## src/rtl/task_sequencer_if.sv

```systemverilog
// Handshake bundle between a task sequencer and its task channels.
// The sequencer takes the slave modport; the driver of enable/mask/done takes master.
interface task_sequencer_if #(
    parameter int NUM_TASKS = 4
) ();
    logic                         enable;
    logic [NUM_TASKS-1:0]         task_mask;
    logic [NUM_TASKS-1:0]         done;
    logic [NUM_TASKS-1:0]         grant;
    logic [$clog2(NUM_TASKS)-1:0] active_idx;
    logic                         busy;
    logic                         round_done;
    logic                         timeout;
    logic                         led;

    modport slave (
        input  enable, task_mask, done,
        output grant, active_idx, busy, round_done, timeout, led
    );

    modport master (
        output enable, task_mask, done,
        input  grant, active_idx, busy, round_done, timeout, led
    );
endinterface

```

## src/rtl/task_sequencer.sv

```systemverilog
// Round-robin task sequencer: one-hot grant, one-cycle gap between grants.
// Optional watchdog abort enabled by defining TASK_SEQ_TIMEOUT_EN.
module task_sequencer #(
    parameter int NUM_TASKS      = 4,
    parameter int TIMEOUT_CYCLES = 1024
) (
    input logic              clk,
    input logic              rst_n,
    task_sequencer_if.slave  bus
);
    localparam int IDX_W = $clog2(NUM_TASKS);

    if (NUM_TASKS < 2 || NUM_TASKS > 16 || TIMEOUT_CYCLES < 2 || TIMEOUT_CYCLES > 65535) begin : g_bad_param
        $error("task_sequencer: parameter out of range");
    end

    typedef enum logic [1:0] {IDLE, GRANT, GAP} state_t;

    state_t               state_q, state_d;
    logic [NUM_TASKS-1:0] grant_q, grant_d;
    logic [IDX_W-1:0]     idx_q, idx_d;
    logic [IDX_W-1:0]     last_q, last_d;
    logic                 rd_q, rd_d;
    logic                 first_q, first_d;
    logic [IDX_W-1:0]     sel_idx;
    logic [IDX_W-1:0]     cand;
    logic                 start;
`ifdef TASK_SEQ_TIMEOUT_EN
    localparam logic [15:0] LIMIT = 16'(TIMEOUT_CYCLES - 1);
    logic [15:0]          cnt_q, cnt_d;
    logic                 to_q, to_d;
`endif

    // Upward search from last+1 with wrap; iterating from the far end lets the nearest hit win.
    always_comb begin
        sel_idx = '0;
        cand    = '0;
        for (int k = NUM_TASKS - 1; k >= 0; k--) begin
            cand = IDX_W'((int'(last_q) + 1 + k) % NUM_TASKS);
            if (bus.task_mask[cand]) sel_idx = cand;
        end
    end

    assign start = bus.enable && (|bus.task_mask);

    always_comb begin
        state_d = state_q;
        grant_d = grant_q;
        idx_d   = idx_q;
        last_d  = last_q;
        rd_d    = 1'b0;
        first_d = first_q;
`ifdef TASK_SEQ_TIMEOUT_EN
        cnt_d   = cnt_q;
        to_d    = 1'b0;
`endif
        case (state_q)
            IDLE, GAP: begin
                grant_d = '0;
                if (start) begin
                    state_d          = GRANT;
                    idx_d            = sel_idx;
                    grant_d[sel_idx] = 1'b1;
                    rd_d             = !first_q && (sel_idx <= last_q);
                    first_d          = 1'b0;
`ifdef TASK_SEQ_TIMEOUT_EN
                    cnt_d            = '0;
`endif
                end else begin
                    state_d = IDLE;
                end
            end
            GRANT: begin
                // Only the granted channel's done is looked at; done wins over expiry.
                if (bus.done[idx_q]) begin
                    state_d = GAP;
                    grant_d = '0;
                    last_d  = idx_q;
                end
`ifdef TASK_SEQ_TIMEOUT_EN
                else if (cnt_q == LIMIT) begin
                    state_d = GAP;
                    grant_d = '0;
                    last_d  = idx_q;
                    to_d    = 1'b1;
                end else begin
                    cnt_d = cnt_q + 16'd1;
                end
`endif
            end
            default: begin
                state_d = IDLE;
                grant_d = '0;
            end
        endcase
    end

    always_ff @(posedge clk or negedge rst_n) begin
        if (!rst_n) begin
            state_q <= IDLE;
            grant_q <= '0;
            idx_q   <= '0;
            last_q  <= IDX_W'(NUM_TASKS - 1);
            rd_q    <= 1'b0;
            first_q <= 1'b1;
`ifdef TASK_SEQ_TIMEOUT_EN
            cnt_q   <= '0;
            to_q    <= 1'b0;
`endif
        end else begin
            state_q <= state_d;
            grant_q <= grant_d;
            idx_q   <= idx_d;
            last_q  <= last_d;
            rd_q    <= rd_d;
            first_q <= first_d;
`ifdef TASK_SEQ_TIMEOUT_EN
            cnt_q   <= cnt_d;
            to_q    <= to_d;
`endif
        end
    end

    assign bus.grant      = grant_q;
    assign bus.active_idx = idx_q;
    assign bus.busy       = |grant_q;
    assign bus.led        = |grant_q;
    assign bus.round_done = rd_q;
`ifdef TASK_SEQ_TIMEOUT_EN
    assign bus.timeout    = to_q;
`else
    assign bus.timeout    = 1'b0;
`endif
endmodule

```

## src/flat_wrapper.sv

```systemverilog
// flat-port wrapper written by rule: the top's interface ports become plain ports
module task_sequencer_flat 
#(
    parameter int NUM_TASKS      = 4,
    parameter int TIMEOUT_CYCLES = 1024
)
  (clk, rst_n, bus_enable, bus_task_mask, bus_done, bus_grant, bus_active_idx, bus_busy, bus_round_done, bus_timeout, bus_led);
  task_sequencer_if #(.NUM_TASKS(NUM_TASKS)) bus_i ();
  input logic clk;
  input logic rst_n;
  input wire logic [$bits(bus_i.enable)-1:0] bus_enable;
  input wire logic [$bits(bus_i.task_mask)-1:0] bus_task_mask;
  input wire logic [$bits(bus_i.done)-1:0] bus_done;
  output wire logic [$bits(bus_i.grant)-1:0] bus_grant;
  output wire logic [$bits(bus_i.active_idx)-1:0] bus_active_idx;
  output wire logic [$bits(bus_i.busy)-1:0] bus_busy;
  output wire logic [$bits(bus_i.round_done)-1:0] bus_round_done;
  output wire logic [$bits(bus_i.timeout)-1:0] bus_timeout;
  output wire logic [$bits(bus_i.led)-1:0] bus_led;
  assign bus_i.enable = bus_enable;
  assign bus_i.task_mask = bus_task_mask;
  assign bus_i.done = bus_done;
  assign bus_grant = bus_i.grant;
  assign bus_active_idx = bus_i.active_idx;
  assign bus_busy = bus_i.busy;
  assign bus_round_done = bus_i.round_done;
  assign bus_timeout = bus_i.timeout;
  assign bus_led = bus_i.led;
  task_sequencer #(.NUM_TASKS(NUM_TASKS), .TIMEOUT_CYCLES(TIMEOUT_CYCLES)) u_core (.clk(clk), .rst_n(rst_n), .bus(bus_i));
endmodule
```

## config.mk

```make
export PLATFORM = sky130hd
export DESIGN_NAME = task_sequencer_flat
export DESIGN_NICKNAME = d
export VERILOG_FILES = /design/src/rtl/task_sequencer_if.sv /design/src/rtl/task_sequencer.sv /design/src/flat_wrapper.sv
export SDC_FILE = /design/constraint.sdc
export NUM_CORES = 1
export LEC_CHECK = 0
export ABC_AREA = 1
export BUFFER_PORTS_ARGS = -buffer_cell sky130_fd_sc_hd__buf_2
export CORE_MARGIN = 2
export CORE_UTILIZATION = 50
export DETAILED_ROUTE_END_ITERATION = 12
export PLACE_DENSITY = 0.77
export SLEW_MARGIN = 5
export SYNTH_ARGS = -nofsm -noshare
export SYNTH_HDL_FRONTEND = slang
export SYNTH_SLANG_ARGS = --single-unit
```

## constraint.sdc

```tcl
create_clock -name clk -period 2.5 [get_ports clk]
set_clock_uncertainty 0.15 [all_clocks]
set_input_delay 0.25 -clock clk [delete_from_list [all_inputs] [get_ports clk]]
set_output_delay 0.25 -clock clk [all_outputs]
set_load 0.05 [all_outputs]
```

Word level (Yosys, flattened, before mapping)

Index checks and enable logic that the tools add are counted.
Widths: inputs -> output; s select.

Bits in registers: 12
Bits of input ports: 11

$add $sub $neg: 4
$lt $le $gt $ge: 8
Eq/ne operators: 3
Multiplexer cells: 24
Reductions and logical operators: 10

Operators with widths:

| kind                | number |
|---|---|
| $lt 2x3->1 const B  | 6 |
| $bmux 1 s2          | 5 |
| $mux 2              | 5 |
| $mux 1              | 9 |
| $mux 4              | 2 |
| $pmux 4 s2          | 1 |
| $reduce_or 4->1     | 2 |
| $add 2x2->2 const B | 3 |
| $pmux 2 s2          | 1 |
| $reduce_and 2->1    | 2 |
| $logic_and 1x1->1   | 3 |
| $add 2x1->2 const B | 1 |
| $demux 1 s2         | 1 |
| $eq 2x1->1 const B  | 1 |
| $eq 2x2->1 const B  | 1 |
| $ge 2x1->1 const B  | 1 |
| $le 2x2->1          | 1 |
| $logic_not 2->1     | 1 |
| $ne 2x1->1 const B  | 1 |
| $reduce_or 2->1     | 1 |
| $logic_not 1->1     | 1 |

Logic depth before layout (Yosys ltp)

Gate-level depths: netlist of run 1.

Depth in word-level cells: 14
Mapped depth: 15
Gate-level depth less buffers: 14

Worst setup path before layout of run 1

Ideal clock, no wire load.

Kind: register -> output
Start: register u_core.grant_q[1] (netlist: u_core.bus.grant[1])
End: output bus_led
Arrival time: 1.702 ns
Required time: 2.100 ns
Path slack: 0.398 ns
Cell stages (with the launch flop): 3
Cells stage by stage: dfrtp_1 -> or4_1 -> buf_4

Word-level cells in the longest chain between the ends: 1

Ends and longest elaborated chain:

| item                   | line                  | RTL |
|---|---|---|
| start, declared        | task_sequencer.sv:20  | `logic [NUM_TASKS-1:0] grant_q, grant_d;` |
| start signal, assigned | task_sequencer.sv:112 | `grant_q <= grant_d;` |
| $reduce_or 4->1        | --                    |  |
| end, declared          | flat_wrapper.sv:19    | `output wire logic [$bits(bus_i.led)-1:0] bus_led;` |

Every way passes these cells.

Worst setup path after layout of run 1

Start: register u_core.last_q[0]
End: register u_core.rd_q (netlist: u_core.bus.round_done)

Word-level cells in the longest chain between the ends: 12
Elaborated cells between the ends (all ways): 20

Ends and longest elaborated chain:

| item                         | line                  | RTL |
|---|---|---|
| start, declared              | task_sequencer.sv:22  | `logic [IDX_W-1:0] last_q, last_d;` |
| start signal, assigned       | task_sequencer.sv:103 | `last_q <= IDX_W'(NUM_TASKS - 1);` |
| start signal, assigned       | task_sequencer.sv:114 | `last_q <= last_d;` |
| $add 2x1->2                  | task_sequencer.sv:39  | `cand = IDX_W'((int'(last_q) + 1 + k) % NUM_TASKS);` |
| $add 2x2->2                  | task_sequencer.sv:39  |  |
| $bmux 1 s2                   | task_sequencer.sv:40  | `if (bus.task_mask[cand]) sel_idx = cand;` |
| $mux 1 (not written as such) | task_sequencer.sv:40  |  |
| $mux 2 (4 in a row)          | task_sequencer.sv:40  |  |
| $le 2x2->1 *                 | task_sequencer.sv:64  | `rd_d = !first_q && (sel_idx <= last_q);` |
| $logic_and 1x1->1 *          | task_sequencer.sv:64  |  |
| $mux 1 *                     | task_sequencer.sv:60  | `if (start) begin` |
| $mux 1 *                     | task_sequencer.sv:57  | `case (state_q)` |
| via u_core.rd_d              | task_sequencer.sv:23  | `logic rd_q, rd_d;` |
| end signal, assigned         | task_sequencer.sv:115 | `rd_q <= rd_d;` |
| end, declared                | task_sequencer.sv:23  |  |

Mark *: on every way through the listed nets, which the timed path passes. The rest lies on a longest branch. The select of a mux whose other input is x is not followed.
A chain may end at the register's enable or synchronous reset.

==> out/metrics.yaml, run 1 <==
status: "complete, no violations"
cp_max_fo: 10
fin_util_pct: 60.76
worstReg2RegStart: "u_core.last_q[0]$_DFFE_PN1P_"
htree_levels: 1
global_route_usage_sum_pct: 19.97
cp_common_cell: "sky130_fd_sc_hd__nand2_1"
critical_path_cell_count: 12
worst_hold_path_type: "input port to async pin"
tritoncts_clock_tree: "yes"
fin_crit_sh_pct: 83.97
yosysSeqAreaShare_pct: 39.00
finalHoldViolCount: 0
flow.area_growth_from_synthesis_pct: 16.05
synthFlopType: "sky130_fd_sc_hd__dfrtp_1"
post-dp-hpwl_um: 1227
highest_clock_frequency_the_design_can_meet_ghz: 0.4764
placement_row_count: 14
numCtsBuffers: 3
cp-start-kind: "register"
dp_slack_ns: 0.4104
drc_violation_count_after_routing: 0
most_frequently_used_cell_type_in_the_post_synthesis_netlist: "sky130_fd_sc_hd__nand2_1"
critical_path_required_ns: 2.51
critical_path.slowest_cell: "sky130_fd_sc_hd__dfstp_2"
cts_num_sinks: 12
num_antenna_cells: 0
critPathTopFamily: "flip-flops"
rsz0062_at_grt: "false"
die_y_um: 43.49
worst_ep_arrival_time_ns: 2.11
yosys_warnings: 0
finish.net_count: 150
worstSkewPairLatency_ns: 0.27
setup.worst_path.start: "u_core.last_q[0]$_DFFE_PN1P_"
max-clock-path-buffers: 2
fin_setup_tns_ns: 0
met1_usage_pct: 27.06
max-cap-violations: 0
highest_cell_delay_on_the_worst_timing_path_ns: 0.66
synth-edff-count: 0
yosys.cell_types.count: 20
worstSetupPathType: "register to register"
postSynthAreaPerCell_um2: 6.778
area_enclosed_by_the_die_boundary_mm2: 0.001891
drt_iter0_drc: 12
finalSetupViolations: 0
groute.layer.met2.usage_pct: 30.15
worst_r2r_endpoint: "u_core.bus.round_done$_DFF_PN0_"
grt-busiest-layer: "met2"
routed-via-count: 735
port_buffers: 19
postRouteAntennaNets: 0
fraction_of_met3_tracks_used_by_global_routing_pct: 3.750
worst_path_cell_chain: "inv_6, nand2_1, nand2_1, nand2_1, nand2_1, nand2_2, nand2_1, nand2_1, nand2_2, ha_1, a21oi_1, nor3_1"
worstSetupEndpoint: "u_core.bus.round_done$_DFF_PN0_"
grt_max_degree: 13
core_region_area_mm2: 0.001489
gpl.final_weighted_congestion: 0.8668
number_of_antenna_violations_at_the_first_check_in_global_routing: 0
die_x_um: 43.49
synth.ff_latch_count: 12
effective_utilization_at_floorplan_pct: 52.35
worst-path-buf-inv: 1
grt_pass1_wl_um: 2801
share_of_yosys_cell_area_claimed_by_the_top_area_cell_type_pct: 28.89
drt-wirelength-per-cell_um: 9.947
netlist_instances: 115
grt-ovfl-total: 0
clkSlewWorstSetupHoldPaths_ns: 0.07
asyncSetResetFlopFracSynth_pct: 100.0
post_cts_resize_count: 0
layout-drive-gt1-share_pct: 25.00
via_per_inst: 4.836
worst_reg_to_reg_cells: 12
synth.top_cells.by_area: "sky130_fd_sc_hd__dfrtp_1 (29%), sky130_fd_sc_hd__nand2_1 (25%), sky130_fd_sc_hd__dfstp_2 (10%)"
synth_area_leader_cell: "sky130_fd_sc_hd__dfrtp_1"
synth.net_count: 128
cts_root_buffer: "sky130_fd_sc_hd__clkbuf_4"
dr.pass1.iters: 4
grt_pass1_vias: 678
r2r_slack_ns: 0.40
routed_wirelength_um: 1512
finalCriticalPeriod_ns: 2.099
worst_setup_path_end_kind: "register"
syn_area_um2: 779.5
setup_slack_ns: 0.4008
report.final.slew_viol_count: 0
synthTopCellsByCount: "sky130_fd_sc_hd__nand2_1 (51), sky130_fd_sc_hd__inv_1 (12), sky130_fd_sc_hd__nand3_1 (12)"
io_pins: 21
[cell usage in the layout (no fill, tap or decap), drive strengths merged, types with 3 or more instances in the layout]
| cell | instances |
|---|---|
| nand2 | 55 |
| buf | 19 |
| inv | 15 |
| nand3 | 12 |
| dfrtp | 9 |
| o21ai | 5 |
| clkbuf | 4 |
| a21oi | 3 |
| nor2 | 3 |
| dfstp | 3 |
[state kept, by name (all words and copies together) (netlist names)]
register and flops:
u_core.bus.grant 4, u_core.bus.active_idx 2, u_core.last_q 2, u_core.state_q 2
u_core.bus.round_done 1, u_core.first_q 1
[worst register-to-register path: stages, from the launching register on]
cell and delay, ns:
sky130_fd_sc_hd__dfstp_2 0.66, sky130_fd_sc_hd__inv_6 0.07, sky130_fd_sc_hd__nand2_1 0.06, sky130_fd_sc_hd__nand2_1 0.07
sky130_fd_sc_hd__nand2_1 0.09, sky130_fd_sc_hd__nand2_1 0.06, sky130_fd_sc_hd__nand2_2 0.08, sky130_fd_sc_hd__nand2_1 0.06
sky130_fd_sc_hd__nand2_1 0.07, sky130_fd_sc_hd__nand2_2 0.10, sky130_fd_sc_hd__ha_1 0.30, sky130_fd_sc_hd__a21oi_1 0.16
sky130_fd_sc_hd__nor3_1 0.06
[worst min path at each step]
stage | startpoint | endpoint | slack, ns | depth (start not counted)
after CTS | rst_n | u_core.bus.grant[1]$_DFFE_PN0P_ | 0.23 | 2
final | rst_n | u_core.bus.grant[1]$_DFFE_PN0P_ | 0.22 | 2
after floorplan | rst_n | u_core.bus.active_idx[0]$_DFFE_PN0P_ | -0.20 | 0
after global placement | rst_n | u_core.bus.grant[0]$_DFFE_PN0P_ | -0.02 | 1
after detailed placement | rst_n | u_core.bus.grant[1]$_DFFE_PN0P_ | -0.01 | 1
after global routing | rst_n | u_core.bus.grant[1]$_DFFE_PN0P_ | 0.25 | 2
[per-stage QoR]
step,hold slack [ns],instances,instance area [um^2]
finish,0.2173,152,904.6
global route,0.2463,152,904.6
CTS,0.2343,152,904.6
detailed placement,-0.01218,147,868.3
global placement,-0.01577,147,868.3
floorplan,-0.1956,115,779.5
[layout make-up]
type	count	area, um^2
multi-input combinational	84	384.1
timing repair buffer	20	105.1
tap	16	20.02
fill	143	584.3
sequential	12	304.0
clock buffer	4	26.28
inverter	16	65.06
[timing repair]
| item | 4_1_cts | 5_1_grt |
|---|---|---|
| hold endpoints to repair | 12 | 0 |
| buffers inserted | 0 | 0 |
| hold buffers | 1 | 0 |
[metal layers]
metal  up-vias  wire, um  share of wire [%]
met5         -         0                  0
met4         0        25                1.7
met3         4        58                3.8
met2        15       694                 46
met1       319       733                 48
li1        397         -                  -
[logic make-up after synthesis]
group,share of synthesized area [%]
AND/OR/NAND/NOR,39.49
buffers and inverters,11.72
flip-flops,39.01
AO/OA/AOI/OAI,6.099
adder cells (fa/ha/maj),3.210
other,0.4811
Power of run 1 is left out: the tool's default activity adds up to more than one toggle a clock period on the data nets, which glitch-free logic cannot reach.
==> inputs of run 2 (changes only) <==
Clock period 2.5 ns to 2.2 ns, I/O delays scaled along.
==> run 2 against run 1 <==
Net effect: sequential cell count did not move; die area did not move; global-route usage did not move; non-clock buffer count rose by 5; core utilization rose by 6.6 points; register-to-register slack got worse by 0.29 ns; setup slack got worse by 0.29 ns; final cell count rose by 3.3%; via count rose by 6.3%; fmax rose by 0.69%; sequential share of layout area fell by 3.3 points.
==> out/metrics.yaml, run 2 (same netlist as run 1, synthesis figures left out) <==
status: "complete, no violations"
worst_ep_arrival_time_ns: 2.14  # +0.03 ns
cp_common_cell: "sky130_fd_sc_hd__nand2_2"
core_region_area_mm2: 0.001489  # unchanged
grt-ovfl-total: 0  # unchanged
largest_reg_flops: 4  # unchanged
worstSetupPathType: "register to register"
grt_pass1_vias: 678  # unchanged
clkSlewWorstSetupHoldPaths_ns: 0.07  # about the same
grt_max_degree: 13  # unchanged
via_per_inst: 4.975  # +2.9%
htree_levels: 1  # unchanged
finalSetupViolations: 0  # unchanged
highest_cell_delay_on_the_worst_timing_path_ns: 0.62  # -0.04 ns
port_buffers: 19  # unchanged
worstReg2RegStart: "u_core.last_q[0]$_DFFE_PN1P_"
number_of_antenna_violations_at_the_first_check_in_global_routing: 0  # unchanged
cp_max_fo: 6  # -4
max-cap-violations: 0  # unchanged
flow.area_growth_from_synthesis_pct: 28.73
routed-via-count: 781  # +6.3%
dr.pass1.iters: 4  # unchanged
report.final.slew_viol_count: 0  # unchanged
critical_path_cell_count: 14  # +2
critPathTopFamily: "simple AND/OR/NAND/NOR gates"
finish.net_count: 155  # +3.3%
worst_r2r_endpoint: "u_core.bus.round_done$_DFF_PN0_"
worst_setup_path_end_kind: "register"
r2r_slack_ns: 0.12  # -0.29 ns
fin_crit_sh_pct: 94.76  # +11 points
effective_utilization_at_floorplan_pct: 52.35  # unchanged
final_common_cell: "sky130_fd_sc_hd__nand2_1"
worst_reg_to_reg_cells: 14  # +2
critical_path.slowest_cell: "sky130_fd_sc_hd__dfstp_2"
n_fill_cell: 128  # -10%
die_x_um: 43.49  # unchanged
post-dp-hpwl_um: 1227  # unchanged
finalHoldViolCount: 0  # unchanged
worst_path_cell_chain: "buf_6, nand2_1, nand2_2, nand2_2, nand2_2, nand2_2, nand2_2, nand2_1, nand2_2, ha_4, inv_1, a21oi_2, a21oi_2, nor3_2"
highest_clock_frequency_the_design_can_meet_ghz: 0.4797  # +0.69%
global_route_usage_sum_pct: 19.97  # unchanged
final.hold.worst_slack_ns: 0.1856  # -0.03168 ns
gpl.final_weighted_congestion: 0.8668  # unchanged
area_enclosed_by_the_die_boundary_mm2: 0.001891  # unchanged
drt-wirelength-per-cell_um: 11.18  # +12%
worstSkewPairLatency_ns: 0.27  # about the same
finalCriticalPeriod_ns: 2.085  # -0.01446 ns
layout-drive-gt1-share_pct: 36.88  # +12 points
max-clock-path-buffers: 2  # unchanged
worst-path-buf-inv: 2  # +1
routed_wirelength_um: 1755  # +16%
worst_hold_path_type: "input port to async pin"
io_pins: 21  # unchanged
tritoncts_clock_tree: "yes"
numCtsBuffers: 3  # unchanged
postRouteAntennaNets: 0  # unchanged
die_y_um: 43.49  # unchanged
grt_pass1_wl_um: 2801  # unchanged
placement_row_count: 14  # unchanged
cts_num_sinks: 12  # unchanged
cp-start-kind: "register"
drc_violation_count_after_routing: 0  # unchanged
critical_path_required_ns: 2.25  # -0.26 ns
fin_util_pct: 67.40  # +6.6 points
drt_iter0_drc: 27  # +15
cts_root_buffer: "sky130_fd_sc_hd__clkbuf_4"
layout_common_cells: "sky130_fd_sc_hd__nand2_1 (43), sky130_fd_sc_hd__buf_2 (19), sky130_fd_sc_hd__nand2_2 (12), sky130_fd_sc_hd__inv_1 (12), sky130_fd_sc_hd__nand3_1 (12)"
num_antenna_cells: 0  # unchanged
## run 2: repair_timing
action                     in CTS  in global routing
setup buffers                   0                  5
gates resized for setup         0                 17
setup endpoints to repair       0                  1
hold buffers                    1                  0
hold endpoints to repair       12                  0
## run 2: through the flow
step           TNS (ns)  cell area (um^2)  cells  setup WS (ns)
3_5_place_dp          0             868.3    147         0.1104
3_3_place_gp          0             868.3    147         0.1727
6_report              0              1003    157         0.1153
5_1_grt        -0.04911              1003    157       -0.04911
2_1_floorplan         0             779.5    115         0.1284
4_1_cts               0             904.6    152         0.1012
## run 2: worst max-delay path by stage
stage | from | endpoint | slack, ns
final | u_core.last_q[0]$_DFFE_PN1P_ | u_core.bus.round_done$_DFF_PN0_ | 0.12
after global routing | u_core.last_q[0]$_DFFE_PN1P_ | u_core.bus.round_done$_DFF_PN0_ | -0.05
after CTS | u_core.last_q[0]$_DFFE_PN1P_ | u_core.bus.round_done$_DFF_PN0_ | 0.10
after detailed placement | u_core.last_q[0]$_DFFE_PN1P_ | u_core.bus.round_done$_DFF_PN0_ | 0.11
after global placement | u_core.last_q[0]$_DFFE_PN1P_ | u_core.bus.round_done$_DFF_PN0_ | 0.17
after floorplan | u_core.bus.grant[1]$_DFFE_PN0P_ | bus_led | 0.13
## run 2: per-layer routing
metal	vias up	track usage, %	share of wire, %
met5	-	0	0
met4	0	10.91	1.4
met3	4	3.750	3.5
met2	17	30.15	50
met1	350	27.06	45
li1	410	-	-
## run 2: layout make-up
cell class / instances / area, um^2 / area share, %
repair buffers: 25 / 146.4 / 14.59
inverters: 16 / 65.06 / 6.484
clock buffers: 4 / 26.28 / 2.618
multi-input cells: 84 / 441.7 / 44.02
flip-flops and latches: 12 / 304.0 / 30.30
well taps: 16 / 20.02 / 1.995
Power of run 2 is left out for the same reason.
